==> src/rtl/fwd_hazard_unit.sv <==
// fwd_hazard_unit
//   Forwarding / load-use hazard / flag-forwarding controller. Keeps a
//   registered shadow {valid, rd, regwrite, memread, setflag} for each of
//   FWD_DEPTH downstream stages (1=EX, 2=MEM, 3=WB, ...), so decode only
//   presents the issuing instruction's fields.
//
//   Optional feature: define HAZARD_PERF_CNT_EN to build a saturating
//   load-use stall counter; otherwise stall_count is tied to zero.
//
// Ports
//   clk, reset          clock; asynchronous active-high reset
//   id_valid            ID holds a real instruction
//   id_src/id_src_used  packed source addresses / per-source read enables
//   id_rd, id_regwrite  destination and its write enable
//   id_memread          instruction is a load
//   id_setflag          instruction sets flags
//   id_isbcond          instruction is B.cond
//   flush               kill the ID instruction
//   fwd_sel             per-source select, 0=regfile, k=stage k result
//   stall               hold PC/IF-ID, bubble into EX
//   flag_sel            0=flag reg, 1=EX flags, 2=MEM flags
//   stall_count         load-use stall cycle count
module fwd_hazard_unit #(
    parameter int REG_ADDR_W = 5,
    parameter int ZERO_REG   = 31,
    parameter int NUM_SRC    = 2,
    parameter int FWD_DEPTH  = 3,
    parameter int SEL_W      = $clog2(FWD_DEPTH + 1)
) (
    input  logic                          clk,
    input  logic                          reset,
    input  logic                          id_valid,
    input  logic [NUM_SRC*REG_ADDR_W-1:0] id_src,
    input  logic [NUM_SRC-1:0]            id_src_used,
    input  logic [REG_ADDR_W-1:0]         id_rd,
    input  logic                          id_regwrite,
    input  logic                          id_memread,
    input  logic                          id_setflag,
    input  logic                          id_isbcond,
    input  logic                          flush,
    output logic [NUM_SRC*SEL_W-1:0]      fwd_sel,
    output logic                          stall,
    output logic [1:0]                    flag_sel,
    output logic [31:0]                   stall_count
);

    typedef struct packed {
        logic                  valid;
        logic [REG_ADDR_W-1:0] rd;
        logic                  regwrite;
        logic                  memread;
        logic                  setflag;
    } stage_t;

    localparam logic [REG_ADDR_W-1:0] ZR = REG_ADDR_W'(ZERO_REG);

    stage_t             stg [1:FWD_DEPTH];
    logic [NUM_SRC-1:0] ld_hit;
    logic               issue;
    logic               f1;
    logic               f2;

    // Per-source forwarding select and load-use detection.
    for (genvar s = 0; s < NUM_SRC; s++) begin : g_src
        logic [REG_ADDR_W-1:0] src;
        logic                  live;
        logic [SEL_W-1:0]      sel;

        assign src  = id_src[s*REG_ADDR_W +: REG_ADDR_W];
        // ZERO_REG sources never forward, which also makes a stored
        // ZERO_REG destination unmatchable.
        assign live = id_src_used[s] && (src != ZR);

        // Scan oldest to youngest so the youngest producer overwrites.
        always_comb begin
            sel = '0;
            for (int k = FWD_DEPTH; k >= 1; k--) begin
                if (live && stg[k].valid && stg[k].regwrite && stg[k].rd == src)
                    sel = SEL_W'(k);
            end
        end

        assign ld_hit[s] = live && stg[1].valid && stg[1].regwrite &&
                           stg[1].memread && (stg[1].rd == src);
        assign fwd_sel[s*SEL_W +: SEL_W] = reset ? '0 : sel;
    end

    // Flush dominates: a killed instruction raises no stall.
    assign stall = !reset && id_valid && !flush && (|ld_hit);
    assign issue = id_valid && !stall && !flush;

    assign f1 = stg[1].valid && stg[1].setflag;
    if (FWD_DEPTH >= 2) begin : g_f2
        assign f2 = stg[2].valid && stg[2].setflag;
    end else begin : g_nof2
        assign f2 = 1'b0;
    end

    always_comb begin
        flag_sel = 2'd0;
        if (!reset && id_valid && id_isbcond) begin
            if (f1)      flag_sel = 2'd1;
            else if (f2) flag_sel = 2'd2;
        end
    end

    // Stage shadow: S[1] takes the issuing instruction or a bubble.
    always_ff @(posedge clk or posedge reset) begin
        if (reset) begin
            for (int k = 1; k <= FWD_DEPTH; k++) stg[k] <= '0;
        end else begin
            stg[1] <= issue ? stage_t'{1'b1, id_rd, id_regwrite, id_memread, id_setflag}
                            : '0;
            for (int k = 2; k <= FWD_DEPTH; k++) stg[k] <= stg[k-1];
        end
    end

`ifdef HAZARD_PERF_CNT_EN
    logic [31:0] cnt;

    always_ff @(posedge clk or posedge reset) begin
        if (reset)                    cnt <= '0;
        else if (stall && cnt != '1)  cnt <= cnt + 32'd1;
    end

    assign stall_count = cnt;
`else
    assign stall_count = 32'd0;
`endif

endmodule

==> config.mk <==
export PLATFORM = sky130hd
export DESIGN_NAME = fwd_hazard_unit
export DESIGN_NICKNAME = d
export VERILOG_FILES = /design/src/rtl/fwd_hazard_unit.sv
export SDC_FILE = /design/constraint.sdc
export NUM_CORES = 1
export LEC_CHECK = 0
export BUFFER_PORTS_ARGS = -buffer_cell sky130_fd_sc_hd__buf_2
export CAP_MARGIN = 20
export CORE_AREA = 10 10 69 71
export CTS_CLUSTER_SIZE = 28
export DETAILED_ROUTE_END_ITERATION = 10
export DIE_AREA = 0 0 79 81
export PLACE_DENSITY = 0.74
export REMOVE_ABC_BUFFERS = 1
export SKIP_CTS_REPAIR_TIMING = 1
export SYNTH_ARGS = -nofsm -noshare
export SYNTH_HDL_FRONTEND = slang
export SYNTH_SLANG_ARGS = --single-unit
==> constraint.sdc <==
create_clock -name clk -period 1.7 [get_ports clk]
set_clock_uncertainty 0.05 [all_clocks]
set_input_delay 0.255 -clock clk [delete_from_list [all_inputs] [get_ports clk]]
set_output_delay 0.255 -clock clk [all_outputs]
set_load 0.02 [all_outputs]
==> results of run 1 <==
## cells in the mapped netlist
library cell | instances | area (µm²)
nor2b_1 | 4 | 25.02
or4_1 | 2 | 15.01
buf_1 | 1 | 3.750
nor4_1 | 2 | 12.51
nor4_2 | 2 | 25.02
dfrtp_1 | 24 | 600.6
a21oi_1 | 2 | 10.01
nor3_1 | 4 | 20.02
nand3_1 | 3 | 15.01
o211a_1 | 1 | 10.01
xnor2_1 | 24 | 210.2
nand2_1 | 15 | 56.30
buf_4 | 33 | 247.7
and2_1 | 1 | 6.260
o21ai_1 | 1 | 5.000
nor2_1 | 10 | 37.54
o21ai_0 | 1 | 5.000
conb_1 | 1 | 3.750
inv_1 | 1 | 3.750
nand4_1 | 6 | 37.54
xor2_1 | 6 | 52.55
## path summary, 6_finish.rpt
path,depth (start not counted),slack (ns),endpoint,from
max,6,-0.58,fwd_sel[1],stg[16]$_DFF_PP0_
min,3,0.008,stg[12]$_DFF_PP0_,reset
max reg2reg,6,0.07,stg[18]$_DFF_PP0_,stg[21]$_DFF_PP0_
min reg2reg,0,0.34,stg[11]$_DFF_PP0_,stg[20]$_DFF_PP0_
max in group asynchronous,3,1.35,stg[16]$_DFF_PP0_,reset
min in group clk,3,0.07,stg[20]$_DFF_PP0_,id_regwrite
## cell type report
| type | count | area (µm²) | area share, % |
|---|---|---|---|
| clock buffer | 3 | 22.52 | 1.218 |
| timing repair buffer | 62 | 407.9 | 22.06 |
| inverter | 1 | 3.754 | 0.2030 |
| clock inverter | 1 | 30.03 | 1.624 |
| sequential | 24 | 601.8 | 32.54 |
| tap | 48 | 60.06 | 3.248 |
| multi-input combinational | 116 | 723.2 | 39.11 |
## through the flow
step | power, mW | TNS (ns) | area (µm²) | hold slack (ns)
detailed placement | 0.8668 | -1.701 | 1693 | 0.3109
CTS | 1.273 | -2.970 | 1745 | -0.002475
floorplan | 0.7592 | -0.7944 | 1267 | 0.2280
finish | 1.280 | -2.689 | 1849 | 0.008192
global route | 1.333 | -3.558 | 1849 | 0.02753
global placement | 0.8619 | -1.072 | 1693 | 0.3083
## power breakdown
group / internal [mW] / total (mW) / switching (mW)
registers: 0.593 / 0.610 / 0.0168
logic: 0.106 / 0.259 / 0.153
clock network: 0.239 / 0.411 / 0.172
total: 0.938 / 1.28 / 0.342
## cells by family after synthesis
| group | share of synthesized area (%) |
|---|---|
| and+or+nand+nor | 17.84 |
| other | 0.2674 |
| AOI/OAI and AO/OA | 2.140 |
| DFF | 42.82 |
| xor gates and xnor gates | 18.73 |
| buffers and inverters | 18.20 |
## worst max-delay path, stage by stage (launching register included)
cell,delay [ns]
dfrtp_2,0.47
xnor2_2,0.15
nand4_1,0.12
or4_4,0.50
nor2b_1,0.15
nor3_2,0.11
buf_4,0.16
## layer usage
metal	vias to the layer above	track usage, %	share of wire (%)
li1	533	-	-
met1	476	11.01	45
met2	45	15.17	46
met3	5	2.870	7.5
met4	0	5.376	2.0
met5	-	0	0
## cell usage in the layout, fill, tap and decap left out, types with 6 or more instances in the layout
| cell type | synthesis | layout |
|---|---|---|
| buf_4 | 33 | 34 |
| nand2_1 | 15 | 15 |
| nor2_1 | 10 | 8 |
| buf_2 | 0 | 26 |
| dfrtp_1 | 24 | 23 |
| xnor2_1 | 24 | 22 |
| xor2_1 | 6 | 6 |
| conb_1 | 1 | 32 |
| nand4_1 | 6 | 6 |
==> results.py, run 1 <==
metrics = {
    "setup_path": {
        "critPathRequiredTime_ns": 1.39,
        "critPathCaptureType": "primary output",
        "path_max_fanout": 3,
        "cp.arrival_ns": 1.98,
        "crit_type": "reg -> out",
        "startpoint_type": "register",
    },
    "outcome": {
        "outcome": "complete, but fails checks",
        "violations": "setup timing",
    },
    "placed_design": {
        "globalplace.congestion": 0.8478,
        "dp_slack_ns": -0.3040,
        "dp_cells": 248,
        "dp_hpwl_um": 2619,
        "portBuffers": 31,
    },
    "yosys": {
        "seq_area_frac_synth_pct": 42.82,
        "synth_cell_types": 21,
        "syn_area_per_cell_um2": 9.740,
        "synth-seq-cells": 24,
        "syn_inst": 144,
        "syn-cell-area_um2": 1403,
        "yosys_warnings": 0,
    },
    "timing": {
        "drv_slew": 0,
        "fmax_mhz": 438.1,
        "final.setup.worst_slack_ns": -0.5825,
        "fin_crit_sh_pct": 134.3,
        "rsz0062_at_grt": "true",
        "hold_viol_final": 0,
        "finalCriticalPeriod_ns": 2.283,
        "setup_violations": 5,
    },
    "power": {
        "ir_drop_uv": 284.5,
        "leakage_nw": 0.9376,
        "power_density_nw_per_um2": 692.4,
    },
    "drt": {
        "drt-initial-drc-count": 32,
        "num_vias": 1059,
        "antenna_left": 0,
        "vias_per_cell": 4.153,
        "drc": 0,
        "wl_per_cell_um": 12.47,
        "firstDrtPassIters": 4,
        "routed_wl_um": 3179,
    },
    "cts": {
        "cts.sinks": 24,
        "tritoncts": "done",
        "cts_made_buffers": 3,
        "clk_latency_ns": 0.32,
        "root_buffer": "clkbuf_4",
        "clkTransAtPathRegs_ns": 0.13,
        "clockBufferDepth": 2,
        "htree_num_levels": 1,
    },
    "cells_and_area": {
        "diodes": 0,
        "fin_cells": 255,
        "final_util_pct": 52.49,
        "drive_gt1_share_pct": 38.16,
        "largest_reg_flops": 24,
        "syn_to_final_growth_pct": 31.85,
        "fill_cells": 347,
        "final_nets": 233,
        "reg_top3": "stg (24)",
        "max_flop_register": "stg",
    },
    "global_route": {
        "grt_pass1_wl_um": 4864,
        "grt_pass1_vias": 1123,
        "antenna_found_initial": 0,
        "grt_max_degree": 25,
        "grt_use_total_pct": 9.441,
        "overflow": 0,
    },
    "floorplan": {
        "die_x_um": 79,
        "coreArea_um2": 3523,
        "ios": 64,
        "start_util_pct": 39.81,
        "die_area_um2": 6399,
        "die_h_um": 81,
        "rows": 22,
    },
    "hold_path": {
        "min_path_type": "in -> async",
    },
    "job": {
        "maxCapViolCount": 0,
    },
}
Power figures use the tool's default switching activity.
==> run 2: changes to the inputs <==
- CAP_MARGIN: 20 -> not set
- CELL_PAD_IN_SITES_DETAIL_PLACEMENT: not set -> 2
- CELL_PAD_IN_SITES_GLOBAL_PLACEMENT: not set -> 2
- CORE_AREA: 10 10 69 71 -> 10 10 86 88
- CTS_BUF_LIST: not set -> sky130_fd_sc_hd__clkbuf_8
- DIE_AREA: 0 0 79 81 -> 0 0 96 98
- PLACE_DENSITY: 0.74 -> not set
- PLACE_DENSITY_LB_ADDON: not set -> 0.1
==> results.py, run 2 (synthesis results as in run 1) <==
metrics = {
    "drt": {
        "firstDrtPassIters": 2,
        "wl_per_cell_um": 15.43,
        "top_layer_used": "met4",
        "antenna_left": 0,
        "drt-initial-drc-count": 8,
        "drc": 0,
        "vias_per_cell": 3.928,
        "wl_met3_um": 354,
        "wl_met1_um": 1704,
        "routed_wl_um": 4306,
        "route.met2.wl_um": 2211,
        "num_vias": 1096,
    },
    "floorplan": {
        "ios": 64,
        "die_x_um": 96,
        "rows": 28,
        "die_area_um2": 9408,
        "die_h_um": 98,
        "start_util_pct": 24.41,
        "coreArea_um2": 5746,
    },
    "cells_and_area": {
        "mostFrequentLayoutCells": "32 x conb_1, 31 x buf_4, 26 x buf_2",
        "fin_cells": 279,
        "largest_reg_flops": 24,
        "diodes": 0,
        "register_area_um2": 601.8,
        "drive_gt1_share_pct": 38.24,
        "fill_cells": 657,
        "layout_commonest_cell": "conb_1",
        "reg_top3": "stg (24)",
        "final_nets": 230,
        "multi_input_area_um2": 745.7,
        "final_util_pct": 32.82,
        "max_flop_register": "stg",
        "syn_to_final_growth_pct": 34.43,
    },
    "cts": {
        "clkTransAtPathRegs_ns": 0.08,
        "clockBufferDepth": 2,
        "root_buffer": "clkbuf_8",
        "cts_made_buffers": 3,
        "cts.sinks": 24,
        "clk_latency_ns": 0.26,
        "htree_num_levels": 1,
        "tritoncts": "done",
    },
    "setup_path": {
        "cp_num_buf_inv": 1,
        "startpoint_type": "register",
        "critPathLaunch": "stg[15]$_DFF_PP0_",
        "worstRegToRegCells": 6,
        "cp_slowest_cell": "or4_4",
        "critPathCaptureType": "primary output",
        "cp.depth": 6,
        "timing.rr.start": "stg[21]$_DFF_PP0_",
        "cp_top_family": "simple AND/OR/NAND/NOR gates",
        "crit_type": "reg -> out",
        "critPathMaxStageDelay_ns": 0.44,
        "critPathRequiredTime_ns": 1.39,
        "cp.arrival_ns": 1.92,
        "path_max_fanout": 3,
        "path_cells": "xnor2_1, nand4_1, or4_4, nor2b_4, nor3_2, buf_4",
    },
    "timing": {
        "finalCriticalPeriod_ns": 2.221,
        "setup_violations": 9,
        "rsz0062_at_grt": "true",
        "drv_slew": 0,
        "hold_viol_final": 0,
        "final.setup.worst_slack_ns": -0.5213,
        "hold_ws_ns": 0.1215,
        "fin_crit_sh_pct": 130.7,
        "fmax_mhz": 450.2,
    },
    "power": {
        "ir_drop_uv": 286.5,
        "total_power_mw": 1.264,
        "power_density_nw_per_um2": 670.6,
        "leakage_nw": 0.9376,
    },
    "placed_design": {
        "dp_cells": 275,
        "dp_hpwl_um": 3641,
        "portBuffers": 31,
        "dp_slack_ns": -0.3994,
        "globalplace.congestion": 0.7991,
    },
    "outcome": {
        "violations": "setup timing",
        "outcome": "complete, but fails checks",
    },
    "global_route": {
        "overflow": 0,
        "grt_pass1_wl_um": 6596,
        "grt_use_total_pct": 8.925,
        "grt_pass1_vias": 1246,
        "grt_max_degree": 25,
        "antenna_found_initial": 0,
    },
    "hold_path": {
        "min_path_type": "in -> async",
    },
    "job": {
        "maxCapViolCount": 0,
    },
}
[run 2: final cells by class]
| type | instances | area share [%] |
|---|---|---|
| clock buffer | 4 | 2.920 |
| inverter | 1 | 0.1991 |
| multi-input combinational | 116 | 39.55 |
| sequential | 24 | 31.92 |
| tap | 75 | 4.977 |
| timing repair buffer | 59 | 20.44 |
[run 2: metal layers]
layer | vias to the layer above | global-route usage (%)
li1 | 524 | -
met1 | 521 | 10.43
met2 | 49 | 15.54
met3 | 2 | 1.531
met4 | 0 | 3.405
met5 | - | 0
[run 2: worst min-delay path, stage by stage]
cell,delay (ns)
buf_2,0.15
inv_1,0.10
buf_4,0.33
[run 2: per-stage QoR]
step	setup TNS [ns]	area (µm²)
after detailed placement	-3.482	1727
after global routing	-4.270	1886
after global placement	-2.916	1727
after floorplan	-0.7944	1267
after CTS	-3.816	1782
final	-2.471	1886
[run 2: final timing paths]
check	endpoint	slack, ns
max reg2reg	stg[26]$_DFF_PP0_	-0.01
max in group asynchronous	stg[12]$_DFF_PP0_	1.21
min in group clk	stg[24]$_DFF_PP0_	0.14
min	stg[7]$_DFF_PP0_	0.12
min reg2reg	stg[11]$_DFF_PP0_	0.34
max	fwd_sel[1]	-0.52
[run 2: power breakdown]
group	switching (mW)	internal, mW
registers	0.0186	0.593
logic	0.164	0.103
clock network	0.179	0.207
total	0.362	0.903
